==> config.mk <==
export PLATFORM = sky130hd
export DESIGN_NAME = vga_sync
export DESIGN_NICKNAME = d
export VERILOG_FILES = /design/src/rtl/vga_sync.sv
export SDC_FILE = /design/constraint.sdc
export NUM_CORES = 1
export LEC_CHECK = 0
export CAP_MARGIN = 20
export CORE_UTILIZATION = 35
export DETAILED_ROUTE_END_ITERATION = 10
export PLACE_DENSITY = 0.6
export SLEW_MARGIN = 20
export SYNTH_ARGS = -nofsm -noshare
export SYNTH_HDL_FRONTEND = slang
export SYNTH_SLANG_ARGS = --single-unit
==> constraint.sdc <==
create_clock -name clk -period 1.95 [get_ports clk]
set_input_delay 0.585 -clock clk [delete_from_list [all_inputs] [get_ports clk]]
set_output_delay 0.585 -clock clk [all_outputs]
set_load 0.01 [all_outputs]
==> src/rtl/vga_sync.sv <==
// ============================================================================
// Module   : vga_sync
// Brief    : VGA timing generator with pixel-rate tick, h/v counters, syncs.
// Revision : 1.0 - initial release
// ============================================================================
`default_nettype none

module vga_sync #(
    parameter int H_DISPLAY = 640,
    parameter int H_FRONT   = 16,
    parameter int H_SYNC    = 96,
    parameter int H_BACK    = 48,
    parameter int V_DISPLAY = 480,
    parameter int V_FRONT   = 10,
    parameter int V_SYNC    = 2,
    parameter int V_BACK    = 33,
    parameter int TICK_DIV  = 2
) (
    input  logic       clk,
    input  logic       rst_n,
    output logic       hsync,
    output logic       vsync,
    output logic       video_on,
    output logic       p_tick,
    output logic [9:0] pix_x,
    output logic [9:0] pix_y,
    output logic       frame_start
);

    localparam int c_TICK_W = (TICK_DIV > 1) ? $clog2(TICK_DIV) : 1;
    localparam logic [c_TICK_W-1:0] c_TICK_LAST = c_TICK_W'(TICK_DIV - 1);
    localparam logic [c_TICK_W-1:0] c_TICK_ONE  = c_TICK_W'(1);

    localparam logic [9:0] c_H_LAST   = 10'(H_DISPLAY + H_FRONT + H_SYNC + H_BACK - 1);
    localparam logic [9:0] c_V_LAST   = 10'(V_DISPLAY + V_FRONT + V_SYNC + V_BACK - 1);
    localparam logic [9:0] c_HS_START = 10'(H_DISPLAY + H_FRONT);
    localparam logic [9:0] c_HS_END   = 10'(H_DISPLAY + H_FRONT + H_SYNC - 1);
    localparam logic [9:0] c_VS_START = 10'(V_DISPLAY + V_FRONT);
    localparam logic [9:0] c_VS_END   = 10'(V_DISPLAY + V_FRONT + V_SYNC - 1);
    localparam logic [9:0] c_H_DISP   = 10'(H_DISPLAY);
    localparam logic [9:0] c_V_DISP   = 10'(V_DISPLAY);

    logic                rst_sync_q;
    logic [c_TICK_W-1:0] tick_q;
    logic [c_TICK_W-1:0] tick_d;
    logic [9:0]          x_q;
    logic [9:0]          x_d;
    logic [9:0]          y_q;
    logic [9:0]          y_d;
    logic                hsync_q;
    logic                vsync_q;
    logic                video_on_q;
    logic                w_tick;
    logic                w_x_wrap;

    // Single stage keeps the release-to-first-tick latency at TICK_DIV-1 edges.
    always_ff @(posedge clk or negedge rst_n) begin
        if (!rst_n) begin
            rst_sync_q <= 1'b0;
        end else begin
            rst_sync_q <= 1'b1;
        end
    end

    always_comb begin
        w_tick   = rst_sync_q && (tick_q == c_TICK_LAST);
        tick_d   = (tick_q == c_TICK_LAST) ? '0 : tick_q + c_TICK_ONE;
        w_x_wrap = (x_q == c_H_LAST);
        x_d      = w_x_wrap ? 10'd0 : x_q + 10'd1;
        y_d      = y_q;
        if (w_x_wrap) begin
            y_d = (y_q == c_V_LAST) ? 10'd0 : y_q + 10'd1;
        end
    end

    // Sync/blank flops load from the next counts so they stay aligned with pix_x/pix_y.
    always_ff @(posedge clk or negedge rst_n) begin
        if (!rst_n) begin
            tick_q     <= '0;
            x_q        <= 10'd0;
            y_q        <= 10'd0;
            hsync_q    <= 1'b1;
            vsync_q    <= 1'b1;
            video_on_q <= 1'b1;
        end else if (rst_sync_q) begin
            tick_q <= tick_d;
            if (w_tick) begin
                x_q        <= x_d;
                y_q        <= y_d;
                hsync_q    <= !((x_d >= c_HS_START) && (x_d <= c_HS_END));
                vsync_q    <= !((y_d >= c_VS_START) && (y_d <= c_VS_END));
                video_on_q <= (x_d < c_H_DISP) && (y_d < c_V_DISP);
            end
        end
    end

    assign hsync       = hsync_q;
    assign vsync       = vsync_q;
    assign video_on    = video_on_q;
    assign p_tick      = w_tick;
    assign pix_x       = x_q;
    assign pix_y       = y_q;
    assign frame_start = w_tick && (x_q == 10'd0) && (y_q == 10'd0);

endmodule

`default_nettype wire

# After elaboration in Yosys (flattened, before gate mapping)

Index checks and enable logic that the tools add are counted.
Widths: inputs -> output; s select.

Register bits: 25
Input port bits: 2
Output and inout bits: 25
Logic and storage cells: 33

Add/subtract/negate cells: 3
Magnitude comparators: 6
Eq/ne operators: 2
Muxes and demuxes: 4
Reductions and logical operators: 11

Operators with widths:

| cell                  | count |
|---|---|
| $mux 10               | 3 |
| $add 10x1->10 const B | 2 |
| $eq 10x10->1 const B  | 2 |
| $logic_not 10->1      | 2 |
| $ge 10x10->1 const B  | 1 |
| $ge 10x9->1 const B   | 1 |
| $le 10x10->1 const B  | 1 |
| $le 10x9->1 const B   | 1 |
| $lt 10x10->1 const B  | 1 |
| $lt 10x9->1 const B   | 1 |
| $logic_and 1x1->1     | 6 |
| $logic_not 1->1       | 2 |
| $reduce_and 2->1      | 1 |
| $add 1x1->1 const B   | 1 |
| $mux 1                | 1 |

# Longest topological paths before layout

Depth after elaboration: 6
Gate-level depth with buffers: 9
Gate-level depth less buffers: 8

# Worst setup path after synthesis

No wires, ideal clock.

Path kind: register to output
Start point: register y_q[1], in the netlist pix_y[1]
End point: output port frame_start
Arrival: 1610 ps
Required time: 1365 ps
Slack: -245 ps
Stages on the path, launching flop included: 5
Path buffers: 0
Cells stage by stage: dfrtp_1 inv_1 ha_1 or4b_4 nor4_1

Word-level cells in the longest chain between the ends: 2

RTL lines:

| item                     | RTL line | source |
|---|---|---|
| start: declaration       | 48       | `logic [9:0] y_q;` |
| start signal: assignment | 89       | `y_q <= y_d;` |
| $logic_not 10->1         | 103      | `assign frame_start = w_tick && (x_q == 10'd0) && (y_q == 10'd0);` |
| $logic_and 1x1->1        | 103      |  |
| end: declaration         | 27       | `output logic frame_start` |

No other way between the ends.

# Worst setup path in the final report

Same ends and word-level chain as after synthesis.

==> impl_metrics.tcl <==
set metrics [dict create \
    outcome "complete, but fails checks" \
    violations "design-rule violations, negative setup slack" \
    vdd_drop_max_v 0.000328 \
    htree_levels 1 \
    core_area_um2 4470 \
    drtPass1Iterations 7 \
    final_common_cell "buf_4" \
    yosys-top-cells-area "dfrtp_1, nand2_1, dfstp_2" \
    multi_input_area_um2 1140 \
    die_area_um2 5040 \
    rsz0062_at_grt "yes" \
    fin_nets 278 \
    yosysTopAreaCell "dfrtp_1" \
    gr-total-overflow 0 \
    cts_inserted_buffers 3 \
    critPathMaxFanout 2 \
    grt_pass1_vias 1626 \
    yosys.area.top_type_share_pct 33.0 \
    dpl.hpwl_um 3340 \
    die_w_um 71.0 \
    synth-async-reset-ratio_pct 100 \
    fin_area_um2 2650 \
    detail_route.wirelength_um 4840 \
    synthDistinctLibCells 49 \
    start_util_pct 37.2 \
    cts_hold_buf 0 \
    seqCellArea_um2 631 \
    cts_root_buf "clkbuf_8" \
    clkSinkCount 25 \
    rows 24 \
    syn_nets 207 \
    drtIter0Drc 97 \
    fmax_mhz 444 \
    drive_above_1_share_pct 38.4 \
    ys.flop_type "dfrtp_1" \
    ant_nets 0 \
    wire_per_inst_um 15.0 \
    drc 2 \
    cp-start-kind "flop" \
    port_buffers 26 \
    fillers 401 \
    syn_to_final_growth_pct 58.8 \
    fin_worst_skew_ns 0.00766 \
    grt_pass1_wl_um 7760 \
    setup.worst_path.class "flop to output port" \
    fin_hold_ws_ns 0.469 \
    setup_viol 7 \
    required_ns 1.36 \
    cts_tree "yes" \
    place_area_um2 2260 \
    antennaDiodeCount 0 \
    hold_depth 2 \
    layout_common_cells "buf_4, nand2_1, dfrtp_1" \
    syn_inst 201 \
    hold_viol 0 \
    synth-seq-cells 25 \
    vias 1716 \
    setup_ws_ns -0.301 \
    place_congestion 0.819 \
    die_height_um 71.0 \
    powerDensity_nw_per_um2 655 \
    finalCriticalPeriod_ns 2.25 \
    critPathArrivalTime_ns 1.67 \
    clk_latency_ns 0.27 \
    antenna_found_initial 0 \
    drv_slew 0 \
    syn_avg_cell_area_um2 8.29 \
    gr-usage-all-layers_pct 19.6 \
    ys_warn_count 0 \
    r2r_cells 10 \
    grt_max_degree 26 \
    cap_violations 0 \
    synth_edf_count 0 \
    viasPerCell 5.31 \
    hp-class "flop to flop" \
    cts.reportedPaths.clkPinSlew_ns 0.10 \
    ios 27 \
    synthesis.area_um2 1670 \
    p_leak_nw 1.27 \
    post-place-ws_ns -0.477 \
    fin_crit_sh_pct 115 \
    critPathCaptureType "output port" \
    fin_util_pct 59.1 \
    ys_seq_area_share_pct 37.8 \
    cts_max_path_buffers 2 \
]
## final cells by class
cell class                      count  area share, %
Tap cell                           52           2.46
Multi-Input combinational cell    157           43.3
Inverter                            6          0.851
Sequential cell                    25           23.8
Timing Repair Buffer               79           27.8
Clock inverter                      1          0.189
Clock buffer                        3           1.56
## where the power goes
| group | switching [mW] | internal [mW] | total [mW] |
|---|---|---|---|
| clock network | 0.174 | 0.143 | 0.317 |
| logic | 0.396 | 0.351 | 0.746 |
| registers | 0.0498 | 0.620 | 0.670 |
## registers in the layout, indices dropped and copies added, names as in the netlist
register    cells
pix_x          10
pix_y          10
hsync           1
rst_sync_q      1
tick_q          1
video_on        1
vsync           1
## worst max-delay path, cell delays in order (launching register included)
cell	delay [ns]
dfrtp_2	0.42
inv_2	0.08
ha_4	0.11
or4b_4	0.48
nor4_4	0.13
buf_2	0.17
## routing by layer
metal,global-route usage (%),up-vias,part of all wire (%)
met2,35.3,21,52
met5,0,-,0
met1,24.9,830,45
li1,-,861,-
met3,1.99,4,2.1
met4,6.00,0,0.78
## final timing paths
check / startpoint / endpoint / slack (ns)
max: pix_y[1]$_DFFE_PN0P_ / frame_start / -0.30
min: hsync$_DFFE_PN1P_ / hsync$_DFFE_PN1P_ / 0.47
max reg2reg: pix_y[1]$_DFFE_PN0P_ / video_on$_DFFE_PN1P_ / -0.19
min reg2reg: hsync$_DFFE_PN1P_ / hsync$_DFFE_PN1P_ / 0.47
max in group asynchronous: rst_n / video_on$_DFFE_PN1P_ / 0.98
min in group asynchronous: rst_n / pix_x[7]$_DFFE_PN0P_ / 0.68
## what timing repair did
item / CTS / global route
setup endpoints to repair: 12 / 29
gates resized for setup: 28 / 42
setup buffers: 8 / 3
pin swaps: 8 / 15
## logic make-up (layout without fill, tap and decap cells)
kind of cell             count (synthesis)  count (layout)  synth area share (%)
AND/OR/NAND/NOR                         94              94                  30.2
XOR/XNOR                                 9               9                  4.73
multiplexers                             1               1                 0.601
other                                    1               1                 0.225
buffers and inverters                   19              89                  5.56
AO/OA/AOI/OAI                           48              48                  17.9
flip-flops                              25              25                  37.8
adder cells (fa/ha/maj)                  4               4                  3.00
## metrics by stage
stage	std cells	power [mW]	setup TNS [ns]
finish	323	1.73	-0.943
global route	323	1.84	-1.71
CTS	321	1.73	-0.723
detailed placement	309	1.39	-0.778
global placement	309	1.38	-0.739
floorplan	201	1.04	-0.222
## synth_stat cells (all sizes together) (2+ instances only)
cell type / n
nand2: 31
dfrtp: 22
o21ai: 20
nor2: 18
nand3: 14
a21oi: 11
buf: 7
nor3: 7
nor4: 7
clkbuf: 6
inv: 6
xnor2: 5
ha: 4
nand4: 4
xor2: 4
and3: 3
dfstp: 3
o31ai: 3
a31oi: 2
and4: 2
o21a: 2
or2: 2
(Power assumes the default switching activity.)
==> edit, RTL diff (same flow settings) <==
Register the output `vsync` once more; this adds one clock of latency there. The other outputs are not delayed to match.
--- a/src/rtl/vga_sync.sv
+++ b/src/rtl/vga_sync.sv
@@ -96,5 +96,7 @@
 
     assign hsync       = hsync_q;
-    assign vsync       = vsync_q;
+    always_ff @(posedge clk) begin
+        vsync <= vsync_q;
+    end
     assign video_on    = video_on_q;
     assign p_tick      = w_tick;
Behaviour: no difference found for any inputs over 10 cycles, from zero or initial values and one cycle with rst_n low; that may be too few to reach the edited logic, so the function may still have changed.
==> edit against the unedited design <==
Register-to-register slack improved by 0.03 ns; synthesized cell count rose by 0.50%; the flow finishes with violations (setup timing); design area fell by 2.3%; clock skew rose by 0.0040 ns; sequential cell count rose by 1; worst hold slack got worse by 0.049 ns; synthesized area rose by 1.2%; total power rose by 9.7%; critical path depth rose by 1; routed wire length rose by 1.4%; setup slack got worse by 0.0052 ns.
==> edit: results (changes against the unedited design) <==
Worst Path Max Fanout = 2 (unchanged)
Final GP Congestion = 0.815 (-0.54%)
Detailed router's first-iteration violation count = 106 (+9.3%)
Final net count = 278 (unchanged)
First-pass GRT wire length = 7.57 mm (-2.5%)
Initial antenna violation count = 0 (unchanged)
Final WS setup = -0.306 ns (-0.00517 ns)
Post-synth top flop = dfrtp_1
ANT cells = 0 (unchanged)
Synth top area cells = dfrtp_1 (33%), nand2_1 (6.9%), dfstp_2 (4.7%)
LEAKAGE = 1.26 nW (-0.67%)
Syn nets = 208 (+0.48%)
Detailed-route via count = 1745 (+1.7%)
HP Class = reg2reg
Placement Cell Area = 0.00228 mm² (+0.88%)
Detailed placement HPWL = 3.35 mm (+0.23%)
1st-pass router iterations = 4 (-3)
Slew Limit Fails = 0 (unchanged)
H-tree depth = 1 (unchanged)
Pint = 1.28 mW (+15%)
Largest net degree at the start of global routing = 26 (unchanged)
Skew-Pair Late Insertion Delay = 0.28 ns
Arrival @ worst endpoint = 1.67 ns (about the same)
FFs w/ async S/R, synth = 0.962 (-0.0385)
Max VDD drop = 0.382 mV (+17%)
DP Worst Slack = -0.484 ns (-0.00704 ns)
CTS Buf Count = 3 (unchanged)
Synthesis Warnings = 0 (unchanged)
Post-synthesis sequential area ratio = 0.385 (+0.00739)
Clock buffer depth = 2 (unchanged)
Clock root cell = clkbuf_8
Final setup vio count = 6 (-1)
Commonest cells in the netlist = nand2_1 (31), dfrtp_1 (22), nor2_1 (18)
Wirelength per Cell = 15.2 µm (+1.4%)
Final Skew = 0.0117 ns (+0.00399 ns)
Status = complete, but fails checks
Violated checks = setup timing
Crit path kind = reg2out
GRT Total Usage = 0.192 (-0.00491)
Number of global-route vias before repair = 1613 (-0.80%)
Share of cells above drive strength 1 = 0.354 (-0.0295)
Worst-path clk slew = 0.10 ns (about the same)
Port Buf Inserts = 26 (unchanged)
Synth cell types = 50 (+2.0%)
==> edit: cell count changes after synthesis <==
cell and delta:
dfxtp_1 +1
==> edit: metrics by stage <==
step	cells	TNS, ns
after floorplan	202	-0.222
after global placement	310	-0.716
after detailed placement	310	-0.800
after CTS	317	-0.554
after global routing	323	-1.35
final	323	-0.650
==> edit: metal layers <==
metal  track usage  vias up  wire [µm]
met1         0.232      835       2040
li1              -      860          -
met5             0        -          0
met3        0.0394        6        202
met2         0.346       44       2620
met4        0.0489        0         50
==> edit: critical path, stage by stage (launching register included) <==
cell and delay, ns:
dfrtp_1 0.39, inv_1 0.07, ha_1 0.14, nor4b_4 0.18
nand4_1 0.22, nor4_4 0.24, buf_2 0.16
==> edit: area by class of cell <==
type | instances | area [µm²]
clock buffers | 3 | 41.3
multi-input cells | 157 | 1080
clock inverters | 1 | 30.0
well taps | 52 | 65.1
fillers | 438 | 1920
flip-flops and latches | 26 | 651
inverters | 6 | 22.5
repair buffers | 78 | 694
==> edit: final timing paths <==
path,from,slack (ns),end,depth (start not counted)
min in group asynchronous,rst_n,0.66,pix_x[4],2
max reg2reg,pix_y[1],-0.16,vsync_q,10
max in group asynchronous,rst_n,0.98,hsync,2
min reg2reg,vsync_q,0.42,vsync,0
max,pix_x[1],-0.31,frame_start,6
min,vsync_q,0.42,vsync,0
==> edit: timing repair <==
item | 4_1_cts | 5_1_grt
gates cloned | 0 | 0
setup buffers | 3 | 7
setup endpoints to repair | 13 | 25
gates resized for setup | 17 | 40
pin swaps | 3 | 10
==> edit: kinds of logic after synthesis <==
| family | after synthesis | share of synthesized area |
|---|---|---|
| muxes | 1 | 0.00593 |
| adders and majority gates | 4 | 0.0297 |
| and+or+nand+nor | 94 | 0.298 |
| DFF | 26 | 0.385 |
| buffers and inverters | 19 | 0.0549 |
| xor gates and xnor gates | 9 | 0.0467 |
| other | 1 | 0.00222 |
| AOI/OAI and AO/OA | 48 | 0.177 |
==> edit: power by group through the flow <==
stage	clock network, mW	logic [mW]	registers, mW
2_1_floorplan	0	0.313	0.745
3_3_place_gp	0	0.698	0.700
3_5_place_dp	0	0.708	0.703
4_1_cts	0.468	0.735	0.687
5_1_grt	0.488	0.828	0.695
6_report	0.461	0.758	0.683
